==> src/rtl/printer_pkg.sv <==
// Shared types and constants for the printer-side receive buffer.
package printer_pkg;

  localparam int unsigned DATA_W = 8;

  typedef enum logic [1:0] {IDLE, ACK, STALL} hs_state_t;
  typedef enum logic [1:0] {P_IDLE, P_PRINT, P_FEED} pr_state_t;

  localparam logic [DATA_W-1:0] LF_CHAR = 8'h0A;

endpackage

==> src/rtl/printer_fifo.sv <==
// Small power-of-two FIFO; extra pointer MSB separates full from empty.
module printer_fifo #(
  parameter int unsigned DEPTH = 4,
  parameter int unsigned WIDTH = 8
) (
  input  logic                     i_clk,
  input  logic                     i_rst_n,
  input  logic                     i_push,
  input  logic [WIDTH-1:0]         i_din,
  input  logic                     i_pop,
  output logic                     o_full_c,
  output logic                     o_empty_c,
  output logic [WIDTH-1:0]         o_dout_c,
  output logic [$clog2(DEPTH):0]   o_count_c
);

  localparam int unsigned ADDR_W = $clog2(DEPTH);
  localparam int unsigned PTR_W  = ADDR_W + 1;

  logic [WIDTH-1:0] r_mem [DEPTH];
  logic [PTR_W-1:0] r_wp;
  logic [PTR_W-1:0] r_rp;

  always_ff @(posedge i_clk) begin
    if (!i_rst_n) begin
      r_wp <= '0;
      r_rp <= '0;
    end else begin
      if (i_push) r_wp <= r_wp + PTR_W'(1);
      if (i_pop)  r_rp <= r_rp + PTR_W'(1);
    end
  end

  always_ff @(posedge i_clk) begin
    if (i_push) r_mem[r_wp[ADDR_W-1:0]] <= i_din;
  end

  assign o_empty_c = (r_wp == r_rp);
  assign o_full_c  = (r_wp[PTR_W-1] != r_rp[PTR_W-1]) &&
                     (r_wp[ADDR_W-1:0] == r_rp[ADDR_W-1:0]);
  assign o_dout_c  = r_mem[r_rp[ADDR_W-1:0]];
  assign o_count_c = r_wp - r_rp;

endmodule

==> src/rtl/printer_buffer.sv <==
// Printer receiver: TR/PD/RDY handshake into a FIFO, drained by a timed print engine.
module printer_buffer
  import printer_pkg::*;
#(
  parameter int unsigned DEPTH        = 4,
  parameter int unsigned PRINT_CYCLES = 13,
  parameter int unsigned LF_EXTRA     = 8,
  parameter int unsigned ACK_MIN      = 2
) (
  input  logic              CLK,
  input  logic              RSTn,
  input  logic              TR,
  input  logic [DATA_W-1:0] PD,
  output logic              RDY,
  output logic [DATA_W-1:0] data,
  output logic              data_valid,
  output logic              busy,
  output logic [15:0]       char_count
);

  localparam int unsigned PTR_W   = $clog2(DEPTH) + 1;
  localparam int unsigned CNT_MAX = (PRINT_CYCLES > LF_EXTRA) ? PRINT_CYCLES : LF_EXTRA;
  localparam int unsigned CNT_W   = $clog2(CNT_MAX + 1);
  localparam int unsigned ACK_W   = $clog2(ACK_MIN + 1);
  localparam int unsigned PR_LOAD = PRINT_CYCLES - 1;
  localparam int unsigned LF_LOAD = (LF_EXTRA > 0) ? LF_EXTRA - 1 : 0;
  localparam bit          LF_EN   = (LF_EXTRA != 0);

  hs_state_t         r_hs_state, w_hs_next;
  logic [ACK_W-1:0]  r_ack_cnt, w_ack_cnt_next;
  logic              w_ack_done;
  logic              w_push;

  pr_state_t         r_pr_state, w_pr_next;
  logic [CNT_W-1:0]  r_cnt, w_cnt_next;
  logic [DATA_W-1:0] r_hold, w_hold_next;
  logic              w_pop;

  logic [DATA_W-1:0] r_data, w_data_next;
  logic              r_dv, w_dv_next;
  logic [15:0]       r_char_cnt, w_char_cnt_next;
  logic              r_busy, r_rdy;

  logic              w_full, w_empty;
  logic [DATA_W-1:0] w_fifo_dout;
  logic [PTR_W-1:0]  w_count, w_count_next;

  printer_fifo #(.DEPTH(DEPTH), .WIDTH(DATA_W)) u_fifo (
    .i_clk     (CLK),
    .i_rst_n   (RSTn),
    .i_push    (w_push),
    .i_din     (PD),
    .i_pop     (w_pop),
    .o_full_c  (w_full),
    .o_empty_c (w_empty),
    .o_dout_c  (w_fifo_dout),
    .o_count_c (w_count)
  );

  // Handshake: capture only from IDLE, which is entered only while the FIFO has room.
  always_comb begin
    w_hs_next      = r_hs_state;
    w_ack_cnt_next = r_ack_cnt;
    w_push         = 1'b0;
    w_ack_done     = (r_ack_cnt >= ACK_W'(ACK_MIN - 1));
    case (r_hs_state)
      IDLE: begin
        w_ack_cnt_next = '0;
        if (TR) begin
          w_push    = 1'b1;
          w_hs_next = ACK;
        end
      end
      ACK: begin
        if (!TR && w_ack_done) w_hs_next = w_full ? STALL : IDLE;
        else if (!w_ack_done)  w_ack_cnt_next = r_ack_cnt + ACK_W'(1);
      end
      STALL: begin
        if (!w_full) w_hs_next = IDLE;
      end
      default: w_hs_next = IDLE;
    endcase
  end

  // Print engine: pop, count down the print time, strobe, optional line-feed pause.
  always_comb begin
    w_pr_next       = r_pr_state;
    w_cnt_next      = r_cnt;
    w_hold_next     = r_hold;
    w_pop           = 1'b0;
    w_data_next     = r_data;
    w_dv_next       = 1'b0;
    w_char_cnt_next = r_char_cnt;
    case (r_pr_state)
      P_IDLE: begin
        if (!w_empty) begin
          w_pop       = 1'b1;
          w_hold_next = w_fifo_dout;
          w_cnt_next  = CNT_W'(PR_LOAD);
          w_pr_next   = P_PRINT;
        end
      end
      P_PRINT: begin
        if (r_cnt == '0) begin
          w_data_next     = r_hold;
          w_dv_next       = 1'b1;
          w_char_cnt_next = r_char_cnt + 16'd1;
          if (LF_EN && (r_hold == LF_CHAR)) begin
            w_cnt_next = CNT_W'(LF_LOAD);
            w_pr_next  = P_FEED;
          end else begin
            w_pr_next = P_IDLE;
          end
        end else begin
          w_cnt_next = r_cnt - CNT_W'(1);
        end
      end
      P_FEED: begin
        if (r_cnt == '0) w_pr_next = P_IDLE;
        else             w_cnt_next = r_cnt - CNT_W'(1);
      end
      default: w_pr_next = P_IDLE;
    endcase
  end

  // Registered busy mirrors the post-edge FIFO occupancy and engine state.
  assign w_count_next = w_count + PTR_W'(w_push) - PTR_W'(w_pop);

  always_ff @(posedge CLK) begin
    if (!RSTn) begin
      r_hs_state <= IDLE;
      r_ack_cnt  <= '0;
      r_pr_state <= P_IDLE;
      r_cnt      <= '0;
      r_hold     <= '0;
      r_data     <= '0;
      r_dv       <= 1'b0;
      r_char_cnt <= '0;
      r_busy     <= 1'b0;
      r_rdy      <= 1'b1;
    end else begin
      r_hs_state <= w_hs_next;
      r_ack_cnt  <= w_ack_cnt_next;
      r_pr_state <= w_pr_next;
      r_cnt      <= w_cnt_next;
      r_hold     <= w_hold_next;
      r_data     <= w_data_next;
      r_dv       <= w_dv_next;
      r_char_cnt <= w_char_cnt_next;
      r_busy     <= (w_count_next != '0) || (w_pr_next != P_IDLE);
      r_rdy      <= (w_hs_next == IDLE);
    end
  end

  assign RDY        = r_rdy;
  assign data       = r_data;
  assign data_valid = r_dv;
  assign busy       = r_busy;
  assign char_count = r_char_cnt;

endmodule

==> config.mk <==
export PLATFORM = sky130hd
export DESIGN_NAME = printer_buffer
export DESIGN_NICKNAME = d
export VERILOG_FILES = /design/src/rtl/printer_pkg.sv /design/src/rtl/printer_fifo.sv /design/src/rtl/printer_buffer.sv
export SDC_FILE = /design/constraint.sdc
export NUM_CORES = 1
export LEC_CHECK = 0
export ABC_AREA = 0
export CAP_MARGIN = 25
export CORE_MARGIN = 1.5
export CORE_UTILIZATION = 40
export DETAILED_ROUTE_END_ITERATION = 10
export PLACE_DENSITY = 0.69
export SETUP_SLACK_MARGIN = 0.3
export SLEW_MARGIN = 10
export SYNTH_ARGS = -nofsm -noshare
export SYNTH_HDL_FRONTEND = slang
export SYNTH_SLANG_ARGS = --single-unit
==> constraint.sdc <==
create_clock -name CLK -period 3.3 [get_ports CLK]
set_clock_uncertainty 0.1 [all_clocks]
set_input_delay 0.33 -clock CLK [delete_from_list [all_inputs] [get_ports CLK]]
set_output_delay 0.33 -clock CLK [all_outputs]
set_load 0.005 [all_outputs]
# Word level (Yosys, flattened, before mapping)
# Memories as Yosys holds them, arrays and structs flattened. A register that Yosys moved wholly into a read port is not among the register bits.
# Cells that the tools add are included.
# W data, S select, Z words.
dict set report op_classes {
  add_sub_neg 8
  order_cmp 1
  n_eq_ne 13
  muxes 25
  bitwise_logic 1
  n_reduce_logical 18
}
# cell n
set op_table {}
lappend op_table {{$mux W2} 10}
lappend op_table {{$add A16 B1 Y16 const B} 1}
lappend op_table {{$mux W4} 4}
lappend op_table {{$pmux W2 S3} 2}
lappend op_table {{$pmux W4 S3} 1}
lappend op_table {{$eq A8 B4 Y1 const B} 1}
lappend op_table {{$ne A2 B2 Y1 const B} 4}
lappend op_table {{$mux W1} 7}
lappend op_table {{$add A3 B1 Y3 const B} 2}
lappend op_table {{$logic_not A2 Y1} 3}
lappend op_table {{$reduce_and A2 Y1} 3}
lappend op_table {{$reduce_bool A3 Y1} 2}
lappend op_table {{$eq A2 B1 Y1 const B} 2}
lappend op_table {{$eq A2 B2 Y1 const B} 2}
lappend op_table {{$logic_not A4 Y1} 1}
lappend op_table {{$pmux W2 S2} 1}
lappend op_table {{$reduce_and A4 Y1} 1}
lappend op_table {{$reduce_bool A2 Y1} 2}
lappend op_table {{$sub A4 B1 Y4 const B} 1}
lappend op_table {{$add A3 B1 Y3} 1}
lappend op_table {{$eq A3 B3 Y1} 1}
lappend op_table {{$ne A3 B3 Y1 const B} 1}
lappend op_table {{$reduce_and A3 Y1} 1}
lappend op_table {{$sub A3 B1 Y3} 1}
lappend op_table {{other kinds (9)} 11}
dict set report word_totals {
  reg_bits 43
  ramBits 32
  in_bits 11
  out_inout_bits 27
  elab_cells 78
  n_memories 1
}
# name words width read_ports rd_clocked_by_memory_dff write_ports line
set mem_list {}
lappend mem_list {u_fifo.r_mem 4 8 1 1 1 printer_fifo.sv:20} ;# logic [WIDTH-1:0] r_mem [DEPTH];

# Logic depth before layout (Yosys ltp)
dict set report depth {
  depth_word 6
  depth_mapped 15
  mapped_depth_nobuf 14
}

# Modules after synthesis
# A second synthesis with hierarchy kept.
dict set report unflattened {
  cells_unflattened 338
  area_unflattened_um2 3731.1
}
# module instances cells_per_inst area_per_inst_um2 seq_area_each_um2
set modules_own_cells {}
lappend modules_own_cells {printer_buffer 1 249 2120.8 900.9}
lappend modules_own_cells {printer_fifo 1 89 1610.3 1121.1}

# Least setup slack after synthesis
# No wires, ideal clock.
dict set report synth_timing {
  path_type {register -> register}
  startpoint {register u_fifo.r_rp[1]}
  endpoint {register r_busy, in the netlist busy}
  arrival_time_ns 2.870
  t_required_ns 3.067
  setup_slack_ns 0.196
  stages_incl_launch_ff 15
  path_buffers 2
  cell_sequence {dfxtp_1 buf_2 xnor2_1 a31oi_1 buf_4 inv_1 fa_1 inv_1 fa_1 inv_1 ha_1 xnor2_1 xnor2_1 o31ai_1 o211ai_1}
}
dict set report synth_via {
  elab_chain_cells 6
}
# item line
set synth_rtl {}
lappend synth_rtl {{from (decl)} printer_fifo.sv:22} ;# logic [PTR_W-1:0] r_rp;
lappend synth_rtl {{from (signal assigned)} printer_fifo.sv:30} ;# if (i_pop) r_rp <= r_rp + PTR_W'(1);
lappend synth_rtl {{branches (longest 5 deep; another with $sub A3 B3 Y3)} -}
lappend synth_rtl {{$logic_or A1 B1 Y1 *} printer_buffer.sv:150} ;# r_busy <= (w_count_next != '0) || (w_pr_next != P_IDLE);
lappend synth_rtl {{to (signal assigned)} printer_buffer.sv:150}
lappend synth_rtl {{to (decl)} printer_buffer.sv:42} ;# logic r_busy, r_rdy;
# Mark *: on every way between the ends.
# A chain may end at the register's enable or synchronous reset.

# Worst setup path after layout
dict set report layout_timing {
  startpoint {register r_pr_state[0]}
  endpoint {register r_busy, in the netlist busy}
}
dict set report layout_via {
  elab_chain_cells 5
}
# item line
set layout_rtl {}
lappend layout_rtl {{from (decl)} printer_buffer.sv:34} ;# pr_state_t r_pr_state, w_pr_next;
lappend layout_rtl {{from (signal assigned)} printer_buffer.sv:144} ;# r_pr_state <= w_pr_next;
lappend layout_rtl {{$logic_not A2 Y1} printer_buffer.sv:94} ;# case (r_pr_state)
lappend layout_rtl {{$mux W1} printer_buffer.sv:94}
lappend layout_rtl {{$sub A3 B1 Y3} printer_buffer.sv:127} ;# assign w_count_next = w_count + PTR_W'(w_push) - PTR_W'(w_pop);
lappend layout_rtl {{$reduce_bool A3 Y1} printer_buffer.sv:150}
lappend layout_rtl {{$logic_or A1 B1 Y1 *} printer_buffer.sv:150}
# Mark *: on every way between the ends. The rest lies on a longest branch, timed or not.

==> results.py <==
metrics = {
    "synthesis": {
        "synth_top_area_share_pct": 27.3,
        "synth_area_um2": 3740,
        "synth_ff_type": "dfxtp_1",
        "yosysSeqAreaShare_pct": 53.0,
        "syn-mean-instance-area_um2": 11.5,
        "async_flop_share_pct": 0,
        "synth_edf_count": 32,
        "syn-num-nets": 353,
        "synth_xor_area_share_pct": 4.45,
        "synth_compound_area_share_pct": 7.05,
        "yosys-top-cells-area": "dfxtp_1, edfxtp_1, mux2i_1",
        "synth_top_area_cell": "dfxtp_1",
        "syn_inst": 326,
        "synth-seq-cells": 83,
        "yosys.area_share.simple_pct": 16.6,
        "synth.distinct_cells": 45,
        "synth_mux_area_share_pct": 9.63,
        "yosys_warnings": 0,
        "synthAdderAreaFrac_pct": 5.75,
        "synth_top_family_by_area": "simple AND/OR/NAND/NOR gates",
    },
    "floorplan": {
        "core_um2": 9150,
        "initial_core_util_pct": 40.9,
        "ioPinCount": 38,
        "die_w_um": 99.7,
        "dieArea_um2": 9950,
        "die_height_um": 99.7,
        "num_rows": 35,
    },
    "cells_and_area": {
        "final_cell_mix": "dfxtp_1, clkdlybuf4s50_1, nand2_1",
        "drive_gt1_share_pct": 11.6,
        "final_nets": 394,
        "area_growth_pct": 20.4,
        "final_core_util_pct": 49.2,
        "final_common_cell": "dfxtp_1",
        "fillers": 824,
        "finalInstanceArea_um2": 4510,
        "antennaDiodeCount": 0,
        "final_cells": 483,
    },
    "detailed_routing": {
        "vias": 2417,
        "via_per_inst": 5.00,
        "postRouteAntennaNets": 0,
        "drc": 0,
        "wirelength_um": 6520,
        "dr.pass1.iters": 4,
        "detail_route.iter0.violations": 62,
        "routedWlPerCell_um": 13.5,
    },
    "sta": {
        "worstMarginPinSlew_ns": 0.612,
        "fin_crit_sh_pct": 83.4,
        "fin_tns_setup_ns": 0,
        "fin_crit_ns": 2.75,
        "worst_slack_ns": 0.548,
        "max_freq_mhz": 363,
        "slew_headroom_pct": 59.1,
        "grt_setup_unrepaired": "false",
        "finalSetupViolCount": 0,
        "slew_viol_final": 0,
        "hold_viol": 0,
        "fin_hold_ws_ns": 0.371,
    },
    "critical_path": {
        "worstSetupPathType": "register to register",
        "r2r_start": "r_pr_state[0]",
        "startpoint_type": "register",
        "crit_fanout": 4,
        "crit_arrival_ns": 2.89,
        "required_ns": 3.44,
        "startpoint": "r_pr_state[0]",
        "ff2ff_setup_slack_ns": 0.55,
        "endpoint_kind": "register",
    },
    "grt": {
        "grt_pass1_wl_um": 10900,
        "gr-total-overflow": 0,
        "grt_pass1_vias": 2366,
        "grt_usage_pct": 14.0,
        "grt_max_degree": 35,
        "antenna_found_initial": 0,
    },
    "clock_network": {
        "cts-root-buf": "clkbuf_8",
        "postCtsSetupBuffers": 0,
        "cts_buffers": 9,
        "clk_latency_ns": 0.36,
        "h-tree-depth": 3,
        "clock_sinks": 83,
        "cts_tree": "built",
        "clk_path_buf_depth": 2,
        "cts.clk_slew.worst_paths_ns": 0.09,
    },
    "power": {
        "ir_drop_mv": 0.375,
        "p_leak_nw": 1.62,
        "p_per_area_nw_per_um2": 687,
        "power.total_mw": 3.09,
    },
    "placed_design": {
        "port_buffers": 37,
        "dp_slack_ns": 0.502,
        "dp.cells": 467,
        "place.gp.congestion": 0.817,
        "dp_hpwl_um": 4500,
        "post_dp_cell_area_um2": 4240,
    },
    "run_status": {
        "status": "complete, no violations",
    },
    "min_path": {
        "hold_start": "data[6]",
        "hold_path.class": "register to register",
    },
    "job": {
        "cap_violations": 0,
    },
}
==> synth_stat cells (all sizes together), types with 3 or more instances <==
cell / n
nor3b: 4
nand3: 7
clkbuf: 10
nor2: 6
ha: 14
nand2: 36
a21oi: 3
nand4: 4
o21ai: 9
a21boi: 14
nor3: 5
and2: 16
edfxtp: 32
dfxtp: 51
inv: 18
nor2b: 13
o211ai: 3
xnor2: 14
mux4: 8
buf: 4
a21o: 3
mux2i: 18
nand2b: 5
xor2: 5
or3: 4
==> metal layers <==
metal	wire length (um)	vias to the layer above	global-route usage, %	share of wire [%]
met4	98	0	4.66	1.5
met1	2940	1146	15.9	45
li1	-	1217	-	-
met2	3230	44	24.6	50
met3	251	10	4.71	3.9
met5	0	-	0	0
==> worst max-delay path, cell delays in order (launching register included) <==
cell and delay [ns]:
dfxtp_1 0.35, inv_2 0.09, ha_4 0.15, inv_1 0.08
a31oi_4 0.16, inv_1 0.07, fa_1 0.35, inv_1 0.07
fa_1 0.40, inv_1 0.07, ha_1 0.16, xnor2_1 0.14
xnor2_1 0.09, o31ai_1 0.25, o211ai_1 0.11
==> what timing repair did <==
item | 4_1_cts | 5_1_grt
hold buffers | 0 | 0
endpoints found under the setup margin | 0 | 1
resized for setup | 0 | 8
hold endpoints to repair | 0 | 0
==> sequential cells by signal (all words and copies together) (netlist names), 3 cells and up <==
signal	cells
char_count	16
data	8
r_cnt	4
u_fifo.r_mem	32
r_hold	8
u_fifo.r_rp	3
u_fifo.r_wp	3
==> layout make-up <==
type,instances,area [um2],share of cell area (%)
Clock buffer,9,124,2.75
Clock inverter,7,106,2.36
Inverter,18,67.6,1.50
Multi-Input combinational cell,211,1660,36.9
Sequential cell,83,1980,44.0
Tap cell,111,139,3.08
Timing Repair Buffer,44,423,9.39
==> power by group <==
group / total, mW / switching, mW / internal [mW]
Sequential: 1.27 / 0.0909 / 1.18
Combinational: 0.995 / 0.504 / 0.491
Clock: 0.829 / 0.388 / 0.441
Total: 3.09 / 0.983 / 2.11
==> cells by family (layout without fill, tap and decap cells) <==
logic type,after synthesis,count (layout)
compound gates,39,39
xor+xnor,19,19
fa+ha+maj,16,16
buf+inv,32,78
flops,83,83
mux,26,26
simple gates,111,111
==> path summary, 6_finish.rpt <==
| kind | endpoint | cells past startpoint |
|---|---|---|
| worst min register to register | data[6] | 2 |
| worst max register to register | busy | 14 |
| worst min-delay path | data[6] | 2 |
| worst max-delay path | busy | 14 |
(Power assumes the default switching activity.)
